[src/rtl/cello_lut_pkg.sv]
// Shared types and sizing helpers for the cello truth-table evaluator.
// The optional reload path is controlled by the CFG_LOAD_EN macro in the users of this package.
package cello_lut_pkg;

    typedef enum logic [1:0] {
        IDLE,
        LOAD,
        EVAL,
        OUT
    } lut_state_e;

    localparam int MAX_N_IN = 6;
    localparam int SETTLE_W = 4;

    function automatic int tt_width(input int n);
        return 1 << n;
    endfunction

endpackage

[src/rtl/cello_tt_loader.sv]
// Serial truth-table loader: MSB-first shadow shift, saturating bit count, commit/error pulses.
// Instantiated by cello_lut_eval only when CFG_LOAD_EN is defined.
module cello_tt_loader
    import cello_lut_pkg::*;
#(
    parameter int N_IN = 4,
    parameter logic [tt_width(N_IN)-1:0] TT_INIT = 16'h3B60
) (
    input  logic                      clk,
    input  logic                      rst_n,
    input  logic                      take,
    input  logic                      cfg_bit,
    input  logic                      cfg_last,
    output logic [tt_width(N_IN)-1:0] active_tt,
    output logic                      cfg_done,
    output logic                      cfg_err
);
    localparam int TT_W  = tt_width(N_IN);
    localparam int CNT_W = MAX_N_IN + 1;

    logic [TT_W-1:0]  shadow;
    logic [CNT_W-1:0] count;

    always_ff @(posedge clk or negedge rst_n) begin
        if (!rst_n) begin
            shadow    <= '0;
            count     <= '0;
            active_tt <= TT_INIT;
            cfg_done  <= 1'b0;
            cfg_err   <= 1'b0;
        end else begin
            cfg_done <= 1'b0;
            cfg_err  <= 1'b0;
            if (take) begin
                if (cfg_last) begin
                    // The final bit completes the table only if exactly TT_W-1 preceded it.
                    if (count == CNT_W'(TT_W - 1)) begin
                        active_tt <= {shadow[TT_W-2:0], cfg_bit};
                        cfg_done  <= 1'b1;
                    end else begin
                        cfg_err <= 1'b1;
                    end
                    shadow <= '0;
                    count  <= '0;
                end else if (count < CNT_W'(TT_W)) begin
                    shadow <= {shadow[TT_W-2:0], cfg_bit};
                    count  <= count + 1'b1;
                end
            end
        end
    end

endmodule

[src/rtl/cello_lut_eval.sv]
// Registered truth-table evaluator: accept a vector, settle for SETTLE cycles, return the table bit.
// Define CFG_LOAD_EN to include the serial run-time table reload (cello_tt_loader).
module cello_lut_eval
    import cello_lut_pkg::*;
#(
    parameter int N_IN = 4,
    parameter logic [tt_width(N_IN)-1:0] TT_INIT = 16'h3B60,
    parameter int SETTLE = 3
) (
    input  logic            clk,
    input  logic            rst_n,
    input  logic            in_valid,
    output logic            in_ready,
    input  logic [N_IN-1:0] in_vec,
    output logic            out_valid,
    input  logic            out_ready,
    output logic            out_bit,
    output logic [N_IN-1:0] out_idx,
    input  logic            cfg_valid,
    output logic            cfg_ready,
    input  logic            cfg_bit,
    input  logic            cfg_last,
    output logic            cfg_done,
    output logic            cfg_err
);
    localparam int TT_W = tt_width(N_IN);

    lut_state_e          state;
    logic [SETTLE_W-1:0] cnt;
    logic [N_IN-1:0]     vec;
    logic [TT_W-1:0]     active_tt;

`ifdef CFG_LOAD_EN
    logic cfg_take;

    // A pending configuration bit blocks input acceptance so loads win ties in IDLE.
    assign in_ready  = rst_n && (state == IDLE) && !cfg_valid;
    assign cfg_ready = rst_n && ((state == IDLE) || (state == LOAD));
    assign cfg_take  = cfg_valid && cfg_ready;

    cello_tt_loader #(
        .N_IN    (N_IN),
        .TT_INIT (TT_INIT)
    ) u_loader (
        .clk       (clk),
        .rst_n     (rst_n),
        .take      (cfg_take),
        .cfg_bit   (cfg_bit),
        .cfg_last  (cfg_last),
        .active_tt (active_tt),
        .cfg_done  (cfg_done),
        .cfg_err   (cfg_err)
    );
`else
    logic unused_cfg;

    assign in_ready   = rst_n && (state == IDLE);
    assign cfg_ready  = 1'b0;
    assign cfg_done   = 1'b0;
    assign cfg_err    = 1'b0;
    assign active_tt  = TT_INIT;
    assign unused_cfg = ^{cfg_valid, cfg_bit, cfg_last};
`endif

    always_ff @(posedge clk or negedge rst_n) begin
        if (!rst_n) begin
            state     <= IDLE;
            cnt       <= '0;
            vec       <= '0;
            out_valid <= 1'b0;
            out_bit   <= 1'b0;
            out_idx   <= '0;
        end else begin
            case (state)
                IDLE: begin
                    if (in_valid && in_ready) begin
                        vec   <= in_vec;
                        cnt   <= SETTLE_W'(SETTLE - 1);
                        state <= EVAL;
                    end
`ifdef CFG_LOAD_EN
                    else if (cfg_take && !cfg_last) begin
                        state <= LOAD;
                    end
`endif
                end
`ifdef CFG_LOAD_EN
                LOAD: begin
                    if (cfg_valid && cfg_last) begin
                        state <= IDLE;
                    end
                end
`endif
                EVAL: begin
                    // The table is sampled only at the end of settling.
                    if (cnt == '0) begin
                        out_bit   <= active_tt[vec];
                        out_idx   <= vec;
                        out_valid <= 1'b1;
                        state     <= OUT;
                    end else begin
                        cnt <= cnt - 1'b1;
                    end
                end
                OUT: begin
                    if (out_ready) begin
                        out_valid <= 1'b0;
                        state     <= IDLE;
                    end
                end
                default: state <= IDLE;
            endcase
        end
    end

endmodule

[config.mk]
export PLATFORM = sky130hd
export DESIGN_NAME = cello_lut_eval
export DESIGN_NICKNAME = d
export VERILOG_FILES = /design/src/rtl/cello_lut_pkg.sv /design/src/rtl/cello_tt_loader.sv /design/src/rtl/cello_lut_eval.sv
export SDC_FILE = /design/constraint.sdc
export NUM_CORES = 1
export LEC_CHECK = 0
export ABC_AREA = 1
export CORE_UTILIZATION = 46
export CTS_CLUSTER_DIAMETER = 60
export DETAILED_ROUTE_END_ITERATION = 8
export HOLD_SLACK_MARGIN = 0.06
export PLACE_DENSITY = 0.76
export SLEW_MARGIN = 20
export SYNTH_ARGS = -nofsm -noshare
export SYNTH_HDL_FRONTEND = slang
export SYNTH_SLANG_ARGS = --single-unit
[constraint.sdc]
create_clock -name clk -period 1.3 [get_ports clk]
set_input_delay 0.325 -clock clk [delete_from_list [all_inputs] [get_ports clk]]
set_output_delay 0.325 -clock clk [all_outputs]
set_load 0.02 [all_outputs]
==> results of run 1 <==
[worst register-to-register path: cells and delay by family, from the launching register on]
| family | cells | cell delay [ns] |
|---|---|---|
| flops | 1 | 0.38 |
| simple gates | 5 | 0.39 |
| buf+inv | 4 | 0.42 |
[placed cells by master, fill, tap and decap left out, types with 3 or more instances in the layout]
cell type                          n
sky130_fd_sc_hd__a21oi_1           3
sky130_fd_sc_hd__conb_1            3
sky130_fd_sc_hd__buf_4            10
sky130_fd_sc_hd__clkdlybuf4s50_1   6
sky130_fd_sc_hd__clkbuf_2          4
sky130_fd_sc_hd__nand3_1           5
sky130_fd_sc_hd__nand2_1          26
sky130_fd_sc_hd__nor2_1            7
sky130_fd_sc_hd__dfrtp_1          16
sky130_fd_sc_hd__clkbuf_4          3
sky130_fd_sc_hd__inv_1            11
sky130_fd_sc_hd__o21ai_2           3
[worst paths after layout]
path                            start    endpoint  slack, ns
hold / removal                  rst_n  out_idx[1]       0.15
setup reg to reg             state[1]      cnt[2]       0.02
min in group clk           out_idx[1]  out_idx[1]       0.49
setup / recovery             state[0]    in_ready      -0.03
max in group asynchronous       rst_n    state[0]       0.95
hold reg to reg            out_idx[1]  out_idx[1]       0.49
[metal layers]
metal	vias to the layer above	wire, um
met5	-	0
met4	0	9
met3	2	52
met2	16	850
met1	320	788
li1	343	-
[metrics by stage]
stage,instances,total power [uW],hold slack [ns],area (sq um),setup slack (ns)
2_1_floorplan,97,1833,0.02941,825.8,0.01467
3_3_place_gp,133,2374,0.4628,1040,-0.6540
3_5_place_dp,133,2447,0.4640,1040,-0.6680
4_1_cts,136,2691,0.1542,1066,-0.02405
5_1_grt,137,3035,0.1761,1097,-0.07130
6_report,137,2825,0.1540,1097,-0.02994
[final cells by class]
cell class,instances,area [sq um]
well taps,16,20.02
inverters,12,45.04
flip-flops and latches,16,400.4
clock buffers,3,22.52
multi-input cells,64,389.1
repair buffers,26,220.2
fillers,128,479.2
[power by group through the flow]
stage	registers, uW	logic [uW]	clock network (uW)
final	879	1690	255
after global routing	900	1860	271
after CTS	876	1550	265
after detailed placement	879	1570	0
after global placement	866	1510	0
after floorplan	997	836	0
[timing repair]
action	CTS	global route
resized for setup	21	13
pin swaps	2	4
gates cloned	0	1
setup buffers	0	0
endpoints found under the setup margin	15	19
[state kept, by name, indices dropped and copies added, names as in the netlist]
signal,count
out_idx,4
out_valid,1
cnt,4
out_bit,1
state,2
vec,4
[cells by family (layout without fill, tap and decap cells)]
| logic type | after synthesis | after routing | synth area share, % |
|---|---|---|---|
| AO/OA/AOI/OAI | 9 | 9 | 7.186 |
| XOR/XNOR | 1 | 1 | 1.071 |
| adder cells (fa/ha/maj) | 3 | 3 | 4.588 |
| buffers and inverters | 17 | 41 | 10.55 |
| flip-flops | 16 | 16 | 48.93 |
| other | 1 | 3 | 0.4583 |
| AND/OR/NAND/NOR | 48 | 48 | 27.22 |
==> impl_results.md, run 1 <==
- Status: finished with violations
- Violations in the final reports: setup timing
- Sequential fraction of the synthesis area: 48.93%
- Max Transition Viols Final: 0
- Signal arrival time at the worst endpoint: 1.00 ns
- Relative contribution of the clock network to total power: 9.0%
- Count of max-cap constraint violations: 0
- Slowest CP cell: sky130_fd_sc_hd__dfrtp_1
- Starting density of the core: 51.90%
- Cell internal pwr: 1567 uW
- Busiest metal layer after global routing: met2
- YS warnings: 0
- Core utilization of the finished layout: 69.60%
- Ranking of synthesized cells by area: sky130_fd_sc_hd__dfrtp_1, sky130_fd_sc_hd__nand2_1, sky130_fd_sc_hd__inv_1
- Proportion of layout cells with a drive suffix above 1: 27.27%
- Top-count cell post-synth: sky130_fd_sc_hd__nand2_1
- Setup-violating endpoint count in the final report: 1
- Total number of placement rows: 14
- Cell area after synthesis: 818.3 sq um
- Final routed wire length divided by cell count: 12.42 um
- Max VDD drop: 1.426 mV
- Initial antenna violation count: 0
- Clock H-tree levels: 1
- Initial DRT Pass Iterations: 4
- CP Buf/Inv Count: 1
- Overall routed net length: 1.701 mm
- Worst-Skew Late Latency: 0.28 ns
- Proportion of netlist area held by the largest area contributor: 48.93%
- Worst clock skew on the final layout: 0.004558 ns
- Combinational share of power: 59.8%
- Final hold violations: 0
- Post-cts hold buffer count: 0
- Die footprint: 1951 sq um
- PortBufs: 14
- Most used flip-flop cell after synthesis: sky130_fd_sc_hd__dfrtp_1
- Clock-pin slew on the worst setup and hold paths: 0.09 ns
- Top Family by Delay on Critical Path: flip-flops
- Sw Pwr: 1258 uW
- Count of clock tree sinks: 16
- First-pass GRT wire length: 2.760 mm
- Cell taking the most area after synthesis: sky130_fd_sc_hd__dfrtp_1
- Leakage power of the design: 0.0005935 uW
- Area growth from synthesis to layout: 34.10%
- NumNets Final: 137
- Pin count of the biggest net entering global routing: 18
- Tightest Hold Check Type: in -> async
- Endpoint class of the critical path: output port
- Most numerous cell types in the synthesized netlist: sky130_fd_sc_hd__nand2_1, sky130_fd_sc_hd__dfrtp_1, sky130_fd_sc_hd__inv_1, sky130_fd_sc_hd__nor2_1, sky130_fd_sc_hd__nand3_1
- Total negative setup slack: -0.02994 ns
- TritonCTS clock tree: yes
- Remaining antenna violation count after routing: 0
- Synthesized netlist cell count: 95
- Cell area power density: 2575 nW/um^2
- Number of distinct library cells after synthesis: 23
- Net Sw Frac: 44.52%
- Period minus WS final: 1.330 ns
- Drt drc: 0
- Crit path setup slack, layout: -0.02994 ns
- Via count of the first global-routing pass: 671
- I/O Pins: 21
- Global Route met2 Usage: 32.06%
- Worst-path fanout max: 2
- Count of routing violations after the opening detailed-route iteration: 6
- Number of buffers added by the clock tree synthesis step: 3
- #FFs+latches synth: 16
- Vias after detailed routing: 681
- Cells on worst reg2reg path: 9
- GRT met3 Usage: 2.857%
- Library cell used as clock root buffer: sky130_fd_sc_hd__clkbuf_4
- Diode count: 0
- Setup CP Type: reg -> out
- Horizontal die dimension: 44.18 um
- GRT met1 Usage: 25.60%
- Delay contributed by the slowest stage of the critical path: 0.40 ns
- Global placer's final weighted congestion: 0.7420
- Core area: 1577 sq um
- Global router's overall resource usage: 19.66%
- Die Span Y: 44.18 um
- Unrepaired setup endpoints after global routing: true
- GRT overflow: 0
- Post-DP HPWL: 1.161 mm
- Share of the cycle needed by the critical path after routing: 102.3%
- Average instance area after synthesis: 8.614 sq um
- Number of gates on the worst path with buffers counted: 2
- Worst path cell trace: nor3b_2 -> buf_4
- Top achievable clock speed: 751.9 MHz
- Element type at the critical path start: flip-flop
- Worst path required time: 0.98 ns
- Via-per-instance ratio: 4.971
- Clock buffer depth: 2
- Number of enable flip-flop cells after synthesis: 0
- Fraction of registers with async set or reset after synthesis: 100.0%
- Sequential share of power: 31.1%
Power figures use the tool's default switching activity.
==> run 2: changes to the inputs <==
--- a/config.mk
+++ b/config.mk
@@ -6,6 +6,7 @@
 export NUM_CORES = 1
 export LEC_CHECK = 0
 export ABC_AREA = 1
+export ABC_CLOCK_PERIOD_IN_PS = 1300
 export CORE_UTILIZATION = 46
 export CTS_CLUSTER_DIAMETER = 60
 export DETAILED_ROUTE_END_ITERATION = 8
==> results of run 2 <==
Same layout as run 1: the final DEF is identical, and so are final timing and power.
